### src/rtl/tpu_uart_pkg.sv
// Shared opcodes, FSM states and readback lengths for the UART command controller.
package tpu_uart_pkg;

    typedef enum logic [7:0] {
        OP_W_COL0    = 8'h01,
        OP_W_COL1    = 8'h02,
        OP_ACT       = 8'h03,
        OP_WREADY    = 8'h04,
        OP_START     = 8'h05,
        OP_RD_STATUS = 8'h06,
        OP_RD_ACC    = 8'h07,
        OP_WF_RESET  = 8'h08,
        OP_CLR_ERR   = 8'h09
    } opcode_e;

    typedef enum logic [2:0] {
        ST_IDLE,
        ST_LEN,
        ST_WDATA,
        ST_ACT_LO,
        ST_ACT_HI,
        ST_TX
    } state_e;

    localparam logic [3:0] RD_STATUS_LEN = 4'd2;
    localparam logic [3:0] RD_ACC_LEN    = 4'd8;

endpackage

### src/rtl/cmd_tx_sequencer.sv
// Holds a 64-bit readback snapshot and streams its low bytes out over the
// valid/ready TX handshake, least significant byte first.
module cmd_tx_sequencer
    import tpu_uart_pkg::*;
(
    input  logic        clk,
    input  logic        rst_n,
    input  logic        load_i,
    input  logic [3:0]  len_i,
    input  logic [63:0] snap_i,
    input  logic        tx_ready_i,
    output logic        tx_valid_o,
    output logic [7:0]  tx_data_o,
    output logic        done_o
);

    logic [63:0] snap_q, snap_d;
    logic [3:0]  left_q, left_d;
    logic        valid_q, valid_d;

    always_comb begin
        snap_d  = snap_q;
        left_d  = left_q;
        valid_d = valid_q;
        if (load_i) begin
            snap_d  = snap_i;
            left_d  = len_i;
            valid_d = (len_i != 4'd0);
        end else if (valid_q && tx_ready_i) begin
            // Shift the next byte into the output slot so it is presented without a bubble.
            snap_d = {8'h00, snap_q[63:8]};
            left_d = left_q - 4'd1;
            if (left_q == 4'd1) begin
                valid_d = 1'b0;
            end
        end
    end

    always_ff @(posedge clk or negedge rst_n) begin
        if (!rst_n) begin
            snap_q  <= '0;
            left_q  <= '0;
            valid_q <= 1'b0;
        end else begin
            snap_q  <= snap_d;
            left_q  <= left_d;
            valid_q <= valid_d;
        end
    end

    assign tx_valid_o = valid_q;
    assign tx_data_o  = snap_q[7:0];
    assign done_o     = valid_q && tx_ready_i && (left_q == 4'd1);

endmodule

### src/rtl/uart_cmd_ctrl.sv
// UART byte-stream command decoder driving the TPU bridge ctrl_* inputs.
// Optional inter-byte timeout enabled by defining UART_CMD_TIMEOUT_EN.
module uart_cmd_ctrl
    import tpu_uart_pkg::*;
#(
    parameter int TIMEOUT_CYCLES = 100000
) (
    input  logic               clk,
    input  logic               rst_n,
    input  logic               rx_valid,
    input  logic [7:0]         rx_data,
    output logic               tx_valid,
    input  logic               tx_ready,
    output logic [7:0]         tx_data,
    output logic               ctrl_wf_push_col0,
    output logic               ctrl_wf_push_col1,
    output logic [7:0]         ctrl_wf_data_in,
    output logic               ctrl_wf_reset,
    output logic               ctrl_init_act_valid,
    output logic [15:0]        ctrl_init_act_data,
    output logic               ctrl_start_mlp,
    output logic               ctrl_weights_ready,
    input  logic [3:0]         mlp_state,
    input  logic [4:0]         mlp_cycle_cnt,
    input  logic signed [31:0] mlp_acc0,
    input  logic signed [31:0] mlp_acc1,
    output logic               err_overrun,
    output logic               err_badop
);

    state_e      state_q, state_d;
    logic [7:0]  cnt_q, cnt_d;
    logic        col_q, col_d;
    logic [7:0]  lo_q, lo_d;
    logic        push0_q, push0_d, push1_q, push1_d;
    logic        wrst_q, wrst_d, actv_q, actv_d;
    logic        start_q, start_d, wrdy_q, wrdy_d;
    logic [7:0]  wdata_q, wdata_d;
    logic [15:0] actd_q, actd_d;
    logic        ovr_q, ovr_d, bad_q, bad_d;
    logic        ovr_set, bad_set, err_clr;
    logic        tx_load, tx_done;
    logic [3:0]  tx_len;
    logic [63:0] tx_snap;
    logic        tmo_hit;

`ifdef UART_CMD_TIMEOUT_EN
    localparam int TMO_W = (TIMEOUT_CYCLES > 1) ? $clog2(TIMEOUT_CYCLES + 1) : 1;

    logic [TMO_W-1:0] tmo_q, tmo_d;
    logic             wait_st;

    assign wait_st = (state_q == ST_LEN) || (state_q == ST_WDATA) ||
                     (state_q == ST_ACT_LO) || (state_q == ST_ACT_HI);
    assign tmo_d   = (!wait_st || rx_valid) ? '0 : tmo_q + 1'b1;
    assign tmo_hit = wait_st && !rx_valid && (tmo_q == TMO_W'(TIMEOUT_CYCLES - 1));

    always_ff @(posedge clk or negedge rst_n) begin
        if (!rst_n) tmo_q <= '0;
        else        tmo_q <= tmo_d;
    end
`else
    assign tmo_hit = 1'b0;
    // Elaboration-only reference; there is no timer in this build.
    if (TIMEOUT_CYCLES < 1) begin : g_tmo_unused
    end
`endif

    always_comb begin
        state_d = state_q;
        cnt_d   = cnt_q;
        col_d   = col_q;
        lo_d    = lo_q;
        push0_d = 1'b0;
        push1_d = 1'b0;
        wrst_d  = 1'b0;
        actv_d  = 1'b0;
        start_d = 1'b0;
        wrdy_d  = 1'b0;
        wdata_d = wdata_q;
        actd_d  = actd_q;
        ovr_set = 1'b0;
        bad_set = 1'b0;
        err_clr = 1'b0;
        tx_load = 1'b0;
        tx_len  = 4'd0;
        tx_snap = '0;
        case (state_q)
            ST_IDLE: begin
                if (rx_valid) begin
                    case (rx_data)
                        OP_W_COL0, OP_W_COL1: begin
                            col_d   = rx_data[1];
                            state_d = ST_LEN;
                        end
                        OP_ACT:      state_d = ST_ACT_LO;
                        OP_WREADY:   wrdy_d  = 1'b1;
                        OP_START:    start_d = 1'b1;
                        OP_WF_RESET: wrst_d  = 1'b1;
                        OP_CLR_ERR:  err_clr = 1'b1;
                        OP_RD_STATUS: begin
                            tx_load = 1'b1;
                            tx_len  = RD_STATUS_LEN;
                            tx_snap = {48'h0, ovr_q, bad_q, 1'b0, mlp_cycle_cnt, 4'h0, mlp_state};
                            state_d = ST_TX;
                        end
                        OP_RD_ACC: begin
                            tx_load = 1'b1;
                            tx_len  = RD_ACC_LEN;
                            tx_snap = {mlp_acc1, mlp_acc0};
                            state_d = ST_TX;
                        end
                        default:     bad_set = 1'b1;
                    endcase
                end
            end
            ST_LEN: begin
                if (rx_valid) begin
                    cnt_d   = rx_data;
                    state_d = (rx_data == 8'd0) ? ST_IDLE : ST_WDATA;
                end
            end
            ST_WDATA: begin
                if (rx_valid) begin
                    push0_d = !col_q;
                    push1_d = col_q;
                    wdata_d = rx_data;
                    cnt_d   = cnt_q - 8'd1;
                    if (cnt_q == 8'd1) state_d = ST_IDLE;
                end
            end
            ST_ACT_LO: begin
                if (rx_valid) begin
                    lo_d    = rx_data;
                    state_d = ST_ACT_HI;
                end
            end
            ST_ACT_HI: begin
                if (rx_valid) begin
                    actv_d  = 1'b1;
                    actd_d  = {rx_data, lo_q};
                    state_d = ST_IDLE;
                end
            end
            ST_TX: begin
                // The sender is not allowed to talk over a readback; drop and flag.
                if (rx_valid) ovr_set = 1'b1;
                if (tx_done)  state_d = ST_IDLE;
            end
            default: state_d = ST_IDLE;
        endcase
        if (tmo_hit) begin
            state_d = ST_IDLE;
            bad_set = 1'b1;
        end
    end

    assign ovr_d = ovr_set ? 1'b1 : (err_clr ? 1'b0 : ovr_q);
    assign bad_d = bad_set ? 1'b1 : (err_clr ? 1'b0 : bad_q);

    always_ff @(posedge clk or negedge rst_n) begin
        if (!rst_n) begin
            state_q <= ST_IDLE;
            cnt_q   <= '0;
            col_q   <= 1'b0;
            lo_q    <= '0;
            push0_q <= 1'b0;
            push1_q <= 1'b0;
            wrst_q  <= 1'b0;
            actv_q  <= 1'b0;
            start_q <= 1'b0;
            wrdy_q  <= 1'b0;
            wdata_q <= '0;
            actd_q  <= '0;
            ovr_q   <= 1'b0;
            bad_q   <= 1'b0;
        end else begin
            state_q <= state_d;
            cnt_q   <= cnt_d;
            col_q   <= col_d;
            lo_q    <= lo_d;
            push0_q <= push0_d;
            push1_q <= push1_d;
            wrst_q  <= wrst_d;
            actv_q  <= actv_d;
            start_q <= start_d;
            wrdy_q  <= wrdy_d;
            wdata_q <= wdata_d;
            actd_q  <= actd_d;
            ovr_q   <= ovr_d;
            bad_q   <= bad_d;
        end
    end

    cmd_tx_sequencer u_tx (
        .clk        (clk),
        .rst_n      (rst_n),
        .load_i     (tx_load),
        .len_i      (tx_len),
        .snap_i     (tx_snap),
        .tx_ready_i (tx_ready),
        .tx_valid_o (tx_valid),
        .tx_data_o  (tx_data),
        .done_o     (tx_done)
    );

    assign ctrl_wf_push_col0   = push0_q;
    assign ctrl_wf_push_col1   = push1_q;
    assign ctrl_wf_data_in     = wdata_q;
    assign ctrl_wf_reset       = wrst_q;
    assign ctrl_init_act_valid = actv_q;
    assign ctrl_init_act_data  = actd_q;
    assign ctrl_start_mlp      = start_q;
    assign ctrl_weights_ready  = wrdy_q;
    assign err_overrun         = ovr_q;
    assign err_badop           = bad_q;

endmodule

### config.mk
export PLATFORM = sky130hd
export DESIGN_NAME = uart_cmd_ctrl
export DESIGN_NICKNAME = d
export VERILOG_FILES = /design/src/rtl/tpu_uart_pkg.sv /design/src/rtl/cmd_tx_sequencer.sv /design/src/rtl/uart_cmd_ctrl.sv
export SDC_FILE = /design/constraint.sdc
export NUM_CORES = 1
export LEC_CHECK = 0
export CORE_ASPECT_RATIO = 0.75
export CORE_MARGIN = 4
export CORE_UTILIZATION = 25
export CTS_CLUSTER_SIZE = 12
export DETAILED_ROUTE_END_ITERATION = 16
export REMOVE_ABC_BUFFERS = 1
export SYNTH_ARGS = -nofsm -noshare
export SYNTH_HDL_FRONTEND = slang
export SYNTH_SLANG_ARGS = --single-unit
export TNS_END_PERCENT = 100
### constraint.sdc
create_clock -name clk -period 6.5 [get_ports clk]
set_clock_uncertainty 0.2 [all_clocks]
set_input_delay 0.65 -clock clk [delete_from_list [all_inputs] [get_ports clk]]
set_output_delay 0.65 -clock clk [all_outputs]
set_load 0.02 [all_outputs]
**After elaboration in Yosys (flattened, before gate mapping)**

Index checks and enable logic that the tools add are counted.

- Register bits after elaboration: 121
- Input bits: 85
- Logic and storage cells: 118
- Output and inout port bits: 41

- Reductions and logical operators: 21
- Eq/ne operators: 24
- Multiplexer cells: 54
- Add/sub/neg operators: 2

Operators by type and width:

| cell | number |
|---|---|
| 2-to-1 mux 64 bit | 4 |
| case mux 64 bit (2 select lines) | 1 |
| == test 8 x 3 -> 1 bit, second input constant | 4 |
| 2-to-1 mux 1 bit | 31 |
| 2-to-1 mux 3 bit | 7 |
| case mux 3 bit (6 select lines) | 1 |
| == test 8 x 1 -> 1 bit, second input constant | 2 |
| == test 8 x 2 -> 1 bit, second input constant | 2 |
| == test 8 x 4 -> 1 bit, second input constant | 2 |
| 2-to-1 mux 4 bit | 4 |
| 2-to-1 mux 8 bit | 2 |
| case mux 8 bit (2 select lines) | 1 |
| != test 2 bit, second input constant | 7 |
| nonzero test 2 bit | 5 |
| case mux 3 bit (3 select lines) | 1 |
| OR reduction 9 bit | 1 |
| logical NOT 8 bit | 1 |
| case mux 4 bit (2 select lines) | 1 |
| AND reduction 2 bit | 4 |
| AND reduction 8 bit | 1 |
| subtractor 8 x 1 -> 8 bit, second input constant | 1 |
| == test 3 x 2 -> 1 bit, second input constant | 2 |
| == test 3 bit, second input constant | 2 |
| AND reduction 3 bit | 2 |
| 10 further kinds | 12 |

**Longest topological paths before layout**

Gate-level depths: netlist (run 1).

- Depth in word-level cells: 7
- Depth in mapped cells: 7
- Depth with buffers taken out: 5

**Hierarchy**

From an unflattened synthesis (run 1), not the netlist that was laid out.

- Cells, all modules: 606
- Area, all modules: 6113.4 µm²

Modules (own cells, without submodules):

| module | instances | sequential area each (µm²) | cells an instance | area each (µm²) |
|---|---|---|---|---|
| cmd_tx_sequencer | 1 | 1726.7 | 315 | 3240.6 |
| uart_cmd_ctrl | 1 | 1301.2 | 291 | 2872.8 |

**Worst setup path before layout (run 1)**

Ideal clock, no wire load.

- Path kind: input -> register
- Start point: input port rx_data[5]
- End point: register u_tx.snap_q[9]
- Arrival: 2.261 ns
- Setup slack: 3.913 ns
- Stages on the path: 7
- Library setup time: 0.126 ns
- Required time: 6.174 ns
- Path buffers: 3
- Cells stage by stage: or4_1 buf_2 or4_1 clkbuf_1 buf_6 a211oi_2 a21oi_1

- Longest elaborated chain between the ends: 6
- Elaborated cells on any way between the ends: 11
- Classes of those cells: 2 x eq/ne; 7 x mux; 2 x reduce/logical

RTL lines:

| what | RTL line | source |
|---|---|---|
| start, declared | uart_cmd_ctrl.sv:11 | `input logic [7:0] rx_data,` |
| == test 8 x 3 -> 1 bit | uart_cmd_ctrl.sv:91 | `case (rx_data)` |
| OR reduction 2 bit (no source line) | - |  |
| 2-to-1 mux 1 bit | uart_cmd_ctrl.sv:91 |  |
| 2-to-1 mux 1 bit | uart_cmd_ctrl.sv:90 | `if (rx_valid) begin` |
| 2-to-1 mux 1 bit | uart_cmd_ctrl.sv:88 | `case (state_q)` |
| 2-to-1 mux 64 bit or nonzero test 2 bit (tied branches) | - |  |
| end signal, assigned | cmd_tx_sequencer.sv:45 | `snap_q <= snap_d;` |
| end, declared | cmd_tx_sequencer.sv:17 | `logic [63:0] snap_q, snap_d;` |

Several ways; a longest one is shown, not always the timed one.
A chain may end at the register's enable or synchronous reset.

**Worst setup path in the final report (run 1)**

- Start point: input port rx_valid
- End point: register u_tx.snap_q[8]

- Longest elaborated chain between the ends: 3
- Elaborated cells on any way between the ends: 6
- Classes of those cells: 5 x mux; 1 x reduce/logical

RTL lines:

| what | RTL line | source |
|---|---|---|
| start, declared | uart_cmd_ctrl.sv:10 | `input logic rx_valid,` |
| 2-to-1 mux 64 bit or 2-to-1 mux 1 bit (tied branches) | uart_cmd_ctrl.sv:90 |  |
| 2-to-1 mux 64 bit or 2-to-1 mux 1 bit (tied branches) | uart_cmd_ctrl.sv:88 |  |
| 2-to-1 mux 64 bit or nonzero test 2 bit (tied branches) | - |  |

Several ways; a longest one is shown, not always the timed one.

==> flow_summary_export.csv, run 1 <==
group,metric,value,unit
run_status,status,"completed",
floorplan,core_area,0.0224,mm²
clocking,cts_sinks,121,
route,antenna_left,0,
logic_synthesis,synth_area_per_cell,10.8,µm²
sta,worst_slack,3110,ps
floorplan,dieArea,0.0256,mm²
logic_synthesis,yosysUniqueCellTypes,50,
sta,finalCritPeriodShare,52.2,%
clocking,numCtsBuffers,17,
layout,area_delta_synth_final,34.8,%
worst_setup_path,endpoint_kind,"flip-flop",
route,viasPerCell,4.61,
floorplan,die_y,140,µm
logic_synthesis,synth_edf_count,0,
global_routing,grt_use_total,12.1,%
place,detailed_place_hpwl,10100,µm
global_routing,grt_pass1_vias,4346,
global_routing,grt_max_degree,105,
logic_synthesis,ys.flop_type,"dfrtp_1",
logic_synthesis,synth-seq-area-share,52.5,%
layout,drive_gt1_share,12.9,%
logic_synthesis,synth_commonest_cells,"dfrtp_1 (121), nand3_1 (67), mux2i_1 (57)",
clocking,tritoncts,"done",
clocking,cts-root-buf,"clkbuf_16",
worst_setup_path,critPathLaunch,"rx_valid",
layout,ff_latch_area,0.00303,mm²
worst_setup_path,required,6560,ps
clocking,clk_latency,420,ps
worst_setup_path,critPathKind,"in -> reg",
pwr,power,2570,µW
logic_synthesis,synthCells,534,
logic_synthesis,yosys.area.top_type,"dfrtp_1",
place,gp_congestion,0.807,
global_routing,grt_first_pass_wirelength,24600,µm
pwr,peakVddDrop,174,µV
pwr,power_density,330,mW/mm²
logic_synthesis,synthMostInstantiatedCell,"dfrtp_1",
worst_setup_path,critPathMaxFanout,31,
sta,whs,280,ps
clocking,clk_pin_slew_worst_paths,50,ps
place,port_buffers,125,
sta,relSlewSlack,34.8,%
layout,finalNetCount,722,
floorplan,start_util,25.8,%
sta,finalSetupTns,0,ps
logic_synthesis,ys_seq_elements,121,
sta,grt_setup_unrepaired,"false",
logic_synthesis,synth_top_area_share,52.5,%
layout,fill_cells,2237,
route,drc,0,
place,pre_cts_slack,2670,ps
clocking,postCtsSetupBuffers,0,
route,wl_per_cell,16.2,µm
worst_setup_path,r2r-start,"state_q[0]",
route,drtPass1Iterations,4,
clocking,htreeDepth,4,
worst_hold_path,min-delay-start,"lo_q[3]",
layout,n_antenna_cell,0,
clocking,cts.hold.buffers_added,1,
logic_synthesis,synth-async-reset-ratio,100,%
sta,hold_violations,0,
job,cap_violations,0,
global_routing,overflow,0,
global_routing,antenna_found_initial,0,
worst_setup_path,arrival,3450,ps
sta,finalSetupViolCount,0,
route,drtIter0Drc,264,
sta,worst_pin_slew,978,ps
worst_setup_path,crit_path_start_kind,"primary input",
layout,multi_input_area,0.00249,mm²
route,route.vias.total,4321,
worst_setup_path,r2r_slack,3350,ps
floorplan,num_rows,47,
worst_hold_path,hp-class,"reg -> reg",
logic_synthesis,synth_area_leaders,"dfrtp_1 (52%), mux2i_1 (9.9%), nand3_1 (5.8%)",
floorplan,io_pins,126,
clocking,clockBufferDepth,2,
logic_synthesis,synth_area,0.00577,mm²
pwr,power.leakage,0.00360,µW
clocking,cts_resized,0,
floorplan,die_w,183,µm
sta,max_freq,0.295,GHz
logic_synthesis,yosysWarningCount,0,
route,wl,15200,µm
sta,slew_violations,0,
sta,fin_crit,3390,ps
-- path summary, 6_finish.rpt --
check                                      end  cells after the start
max                             u_tx.snap_q[8]                      5
min                                    lo_q[3]                      2
max reg2reg                     u_tx.snap_q[8]                      4
min reg2reg                            lo_q[3]                      2
max in group asynchronous          err_overrun                      3
min in group asynchronous  ctrl_init_act_valid                      2
-- metal layers --
metal / routed length, µm / global-route usage, % / part of all wire [%] / up-vias
li1: - / - / - / 2117
met1: 7820 / 18.2 / 51 / 2093
met2: 6310 / 16.3 / 42 / 100
met3: 927 / 3.70 / 6.1 / 11
met4: 137 / 4.04 / 0.90 / 0
met5: 0 / 0 / 0 / -
-- power breakdown --
part           internal, µW  total, µW  switching (µW)
combinational           328        639             311
clock                   576        909             334
sequential              909       1020             113
total                  1810       2570             758
-- metrics by stage --
step | cell area, µm² | util, % | cells
floorplan | 5520 | - | 482
global placement | 7210 | 32.2 | 907
detailed placement | 7210 | 32.2 | 907
CTS | 7780 | 34.7 | 938
global route | 7780 | 34.7 | 938
finish | 7780 | 34.7 | 938
-- layout by cell type, fill, tap and decap left out, types with 13 or more instances in the layout --
cell / Yosys / layout
a21oi_1: 18 / 18
clkbuf_16: 0 / 17
clkdlybuf4s50_1: 0 / 123
dfrtp_1: 121 / 121
mux2_2: 29 / 29
mux2i_1: 57 / 57
nand2_1: 23 / 22
nand3_1: 67 / 67
nor2_1: 13 / 13
nor2b_1: 14 / 14
o21ai_0: 55 / 55
-- cells by family after synthesis --
kind of cell,Yosys count,synth area share (%)
AOI/OAI and AO/OA,113,12.4
xor gates and xnor gates,4,0.607
adders and majority gates,4,0.867
buffers and inverters,61,4.86
DFF,121,52.5
muxes,86,15.5
and+or+nand+nor,145,13.2
-- registers in the layout (all words and copies together) (netlist names) --
signal	cells
ctrl_wf_data_in	8
u_tx.snap_q	64
err_overrun	1
ctrl_wf_push_col1	1
cnt_q	8
lo_q	8
ctrl_weights_ready	1
col_q	1
ctrl_start_mlp	1
state_q	3
ctrl_init_act_valid	1
err_badop	1
ctrl_init_act_data	16
ctrl_wf_reset	1
u_tx.tx_valid_o	1
ctrl_wf_push_col0	1
u_tx.left_q	4
-- worst max-delay path: stages --
cell and delay (ps):
clkdlybuf4s50_1 630, or4b_1 590, or4_2 1120, a211oi_1 380
a21oi_1 70
-- area by class of cell --
class                   instances  share of cell area, %
multi-input cells             352                   32.0
inverters                       9                  0.434
repair buffers                132                   16.8
clock inverters                 9                   1.29
well taps                     294                   4.73
clock buffers                  21                   5.92
flip-flops and latches        121                   38.9
No activity file was read; power rests on OpenSTA's default activity.
==> run 2: changes to the inputs <==
==> constraint.sdc (replaced) <==
create_clock -name clk -period 2.9 [get_ports clk]
set_clock_uncertainty 0.2 [all_clocks]
set_input_delay 0.29 -clock clk [delete_from_list [all_inputs] [get_ports clk]]
set_output_delay 0.29 -clock clk [all_outputs]
set_load 0.02 [all_outputs]
==> flow_summary_export.csv, run 2 (synthesis results as in run 1) <==
group,metric,value,unit
run_status,status,"completed",
layout,n_antenna_cell,0,
clocking,cts_resized,0,
worst_setup_path,arrival,2600,ps
worst_setup_path,endpoint_kind,"flip-flop",
layout,fill_cells,2245,
global_routing,grt_pass1_vias,4464,
sta,finalCritPeriodShare,86.6,%
worst_setup_path,crit_buf_inv,1,
layout,top_register,"u_tx.snap_q",
layout,multi_input_area,0.00249,mm²
sta,fin_crit,2510,ps
worst_setup_path,slowest_delay,710,ps
worst_setup_path,slowest_stage,"or4_2",
pwr,peakVddDrop,398,µV
clocking,htreeDepth,4,
route,drtIter0Drc,221,
place,placedCellCount,927,
place,gp_congestion,0.764,
layout,fin_cells,958,
clocking,clk_latency,410,ps
global_routing,grt_first_pass_wirelength,24600,µm
clocking,numCtsBuffers,17,
worst_setup_path,required,2990,ps
global_routing,antenna_found_initial,0,
floorplan,start_util,25.8,%
worst_setup_path,path_cells,"or4b_1, or4_2, buf_12, a211oi_1, a21oi_1",
global_routing,grt_max_degree,69,
sta,finalSetupTns,0,ps
floorplan,core_area,0.0224,mm²
clocking,clockBufferDepth,2,
sta,worst_pin_slew,672,ps
global_routing,grt_use_total,12.2,%
route,antenna_left,0,
floorplan,die_w,183,µm
sta,relSlewSlack,54.8,%
sta,finalSetupViolCount,0,
sta,slew_violations,0,
route,viasPerCell,4.63,
layout,ff_latch_area,0.00303,mm²
place,detailed_place_hpwl,10500,µm
sta,max_freq,0.398,GHz
clocking,postCtsSetupBuffers,0,
floorplan,die_y,140,µm
global_routing,overflow,0,
worst_setup_path,critPathTopFamily,"simple AND/OR/NAND/NOR gates",
job,cap_violations,0,
layout,largest_register_ffs,64,
worst_hold_path,hp-class,"in -> reg",
worst_setup_path,critPathKind,"reg -> reg",
clocking,cts-root-buf,"clkbuf_16",
route,drtPass1Iterations,5,
floorplan,dieArea,0.0256,mm²
route,wl,15500,µm
layout,finalNetCount,742,
route,wl_per_cell,16.2,µm
sta,grt_setup_unrepaired,"false",
layout,layout_common_cells,"clkdlybuf4s50_1 (123), dfrtp_1 (121), nand3_1 (67)",
pwr,power_density,728,mW/mm²
route,route.vias.total,4432,
layout,layout_commonest_cell,"clkdlybuf4s50_1",
clocking,tritoncts,"done",
layout,area_delta_synth_final,39.3,%
worst_setup_path,critPathMaxFanout,31,
clocking,clk_pin_slew_worst_paths,60,ps
floorplan,num_rows,47,
worst_setup_path,crit_path_start_kind,"flip-flop",
clocking,cts_sinks,121,
route,drc,0,
sta,hold_violations,0,
layout,drive_gt1_share,15.7,%
place,port_buffers,125,
pwr,power.leakage,0.00374,µW
floorplan,io_pins,126,
==> run 2: cell count changes in the layout (fill, tap and decap cells not counted), sizes merged <==
cell    before  now
clkinv       5    4
buf          8   28
clkbuf      21   22
==> run 2: through the flow <==
step | area [µm²] | utilization [%] | power (µW) | hold slack [ps] | setup WS, ps
final | 8040 | 35.9 | 5850 | 121 | 389
after detailed placement | 7450 | 33.2 | 3800 | 23.4 | 98.9
after floorplan | 5520 | - | 3100 | -206 | -2870
after CTS | 8040 | 35.9 | 5940 | 95.2 | 398
after global placement | 7450 | 33.2 | 3780 | 24.0 | 136
after global routing | 8040 | 35.9 | 6200 | 121 | 322
==> run 2: what timing repair did <==
action,in CTS,in global routing
endpoints found under the hold margin,91,0
setup endpoints to repair,0,0
hold buffers,1,0
==> run 2: final cells by class <==
type / instances / share of cell area [%]
flip-flops and latches: 121 / 37.7
multi-input cells: 352 / 30.9
repair buffers: 152 / 19.2
clock buffers: 22 / 6.02
well taps: 294 / 4.58
clock inverters: 8 / 1.18
inverters: 9 / 0.420
==> run 2: final timing paths <==
path	from	endpoint	slack [ps]	cells after the start
max reg2reg	state_q[1]	u_tx.snap_q[8]	390	5
max	state_q[1]	u_tx.snap_q[8]	390	5
min	rx_data[0]	ctrl_wf_reset	120	2
min reg2reg	lo_q[0]	lo_q[0]	270	2
max in group asynchronous	rst_n	u_tx.snap_q[39]	1590	3
min in group asynchronous	rst_n	ctrl_init_act_valid	160	2
==> run 2: power breakdown <==
part	total, µW	switching (µW)	internal (µW)
Sequential	2270	232	2040
Combinational	1490	723	768
Clock	2090	752	1340
==> run 2: per-layer routing <==
metal	track usage, %	share of wire (%)
met5	0	0
met3	4.36	6.5
met2	16.7	42
met4	3.17	0.61
met1	18.0	51
==> run 3: changes to the inputs <==
--- a/config.mk
+++ b/config.mk
@@ -5,11 +5,13 @@
 export SDC_FILE = /design/constraint.sdc
 export NUM_CORES = 1
 export LEC_CHECK = 0
+export ABC_CLOCK_PERIOD_IN_PS = 2900
 export CORE_ASPECT_RATIO = 0.75
 export CORE_MARGIN = 4
 export CORE_UTILIZATION = 25
 export CTS_CLUSTER_SIZE = 12
 export DETAILED_ROUTE_END_ITERATION = 16
+export PLACE_DENSITY = 0.49
 export REMOVE_ABC_BUFFERS = 1
 export SYNTH_ARGS = -nofsm -noshare
 export SYNTH_HDL_FRONTEND = slang
==> flow_summary_export.csv, run 3 (synthesis results as in run 1) <==
group,metric,value,unit
place,detailed_place_hpwl,10500,µm
worst_setup_path,required,2990,ps
worst_setup_path,r2r_slack,570,ps
global_routing,grt_pass1_vias,4570,
global_routing,grt_max_degree,69,
global_routing,grt_use_total,12.2,%
sta,fin_crit,2330,ps
sta,finalSetupTns,0,ps
clocking,tritoncts,"done",
sta,slew_violations,0,
layout,layout_commonest_cell,"clkdlybuf4s50_1",
clocking,clockBufferDepth,2,
worst_setup_path,crit_path_start_kind,"flip-flop",
sta,relSlewSlack,52.0,%
floorplan,num_rows,47,
clocking,htreeDepth,4,
pwr,power_density,750,mW/mm²
floorplan,dieArea,0.0256,mm²
worst_setup_path,endpoint_kind,"flip-flop",
worst_hold_path,min_to,"u_tx.snap_q[56]",
worst_setup_path,r2r_cells,5,
layout,finalNetCount,744,
worst_hold_path,hp-class,"in -> reg",
sta,worst_pin_slew,719,ps
sta,grt_setup_unrepaired,"false",
route,viasPerCell,4.61,
layout,fin_area,0.00811,mm²
worst_setup_path,r2r-start,"state_q[1]",
floorplan,start_util,25.8,%
global_routing,overflow,0,
clocking,numCtsBuffers,17,
worst_hold_path,min-delay-start,"rx_data[0]",
sta,max_freq,0.430,GHz
layout,area_delta_synth_final,40.6,%
clocking,cts_sinks,121,
clocking,cts-root-buf,"clkbuf_16",
route,drc,0,
worst_setup_path,slowest_delay,580,ps
route,wl_per_cell,15.8,µm
worst_setup_path,critPathMaxFanout,31,
pwr,power.leakage,0.00377,µW
worst_setup_path,path_cells,"or4b_1, or4_1, buf_12, a211oi_1, a21oi_1",
floorplan,die_y,140,µm
worst_setup_path,crit_buf_inv,1,
layout,fin_cells,962,
clocking,clk_latency,410,ps
worst_setup_path,reg2reg_to,"u_tx.snap_q[8]",
worst_setup_path,critPathTopFamily,"simple AND/OR/NAND/NOR gates",
sta,finalSetupViolCount,0,
place,pre_cts_slack,196,ps
route,drtIter0Drc,320,
layout,drive_gt1_share,15.7,%
place,gp_congestion,0.797,
layout,top_register,"u_tx.snap_q",
layout,layout_common_cells,"clkdlybuf4s50_1 (123), dfrtp_1 (121), nand3_1 (67)",
pwr,power,6090,µW
layout,n_antenna_cell,0,
worst_setup_path,slowest_stage,"or4_1",
clocking,clk_pin_slew_worst_paths,60,ps
route,antenna_left,0,
route,wl,15200,µm
sta,worst_slack,573,ps
worst_setup_path,critPathKind,"reg -> reg",
route,drtPass1Iterations,4,
job,cap_violations,0,
place,port_buffers,125,
place,placedCellCount,929,
global_routing,antenna_found_initial,1,
worst_setup_path,arrival,2420,ps
layout,largest_register_ffs,64,
pwr,peakVddDrop,391,µV
place,placed_cell_area,0.00746,mm²
sta,finalCritPeriodShare,80.2,%
clocking,cts_resized,0,
global_routing,grt_first_pass_wirelength,25100,µm
floorplan,die_w,183,µm
sta,hold_violations,0,
route,route.vias.total,4435,
floorplan,core_area,0.0224,mm²
run_status,status,"completed",
floorplan,io_pins,126,
worst_setup_path,critPathLaunch,"state_q[1]",
worst_hold_path,holdPathStages,3,
-- run 3: cell count changes in the layout (fill, tap and decap cells not counted), moves of 2 or more --
| cell | delta |
|---|---|
| clkinv_4 | +2 |
| buf_4 | +3 |
| clkbuf_8 | -3 |
| clkbuf_1 | +2 |
| bufinv_16 | +3 |
| clkinv_2 | -2 |
-- run 3: per-layer routing --
layer / track usage (%) / part of all wire, % / vias to the layer above
li1: - / - / 2173
met1: 17.0 / 48 / 2137
met2: 17.8 / 44 / 110
met3: 4.17 / 6.2 / 13
met4: 3.76 / 1.2 / 2
met5: 0 / 0.085 / -
-- run 3: timing repair --
item | CTS | global route
endpoints found under the hold margin | 52 | 0
buffers inserted | 0 | 0
hold buffers | 1 | 0
-- run 3: worst max path at each step --
stage	end	slack, ps	depth (start not counted)
final	u_tx.snap_q[8]	570	5
after global routing	u_tx.snap_q[53]	440	7
after CTS	u_tx.snap_q[8]	550	5
after detailed placement	u_tx.snap_q[8]	200	6
after global placement	u_tx.snap_q[8]	180	6
after floorplan	u_tx.left_q[3]	-2870	3
-- run 3: worst min-delay path, cell delays in order --
cell,delay [ps]
buf_4,270
nand3_1,130
nand2_1,50
-- run 3: area by class of cell --
cell class	count	area, µm²
flip-flops and latches	121	3030
inverters	9	33.8
well taps	294	368
fillers	2185	14300
multi-input cells	352	2490
clock buffers	21	450
clock inverters	11	194
repair buffers	154	1550
-- run 3: metrics by stage --
stage | util (%) | hold WS, ps
2_1_floorplan | - | -206
3_3_place_gp | 33.3 | 95.4
3_5_place_dp | 33.3 | 98.8
4_1_cts | 36.2 | 176
5_1_grt | 36.2 | 210
6_report | 36.2 | 187
-- run 3: report_power, final --
group	total, µW	internal, µW	switching [µW]	leakage, µW
registers	2270	2040	235	0.00162
logic	1510	774	736	0.00184
clock network	2300	1550	753	0.000312
total	6090	4360	1720	0.00377
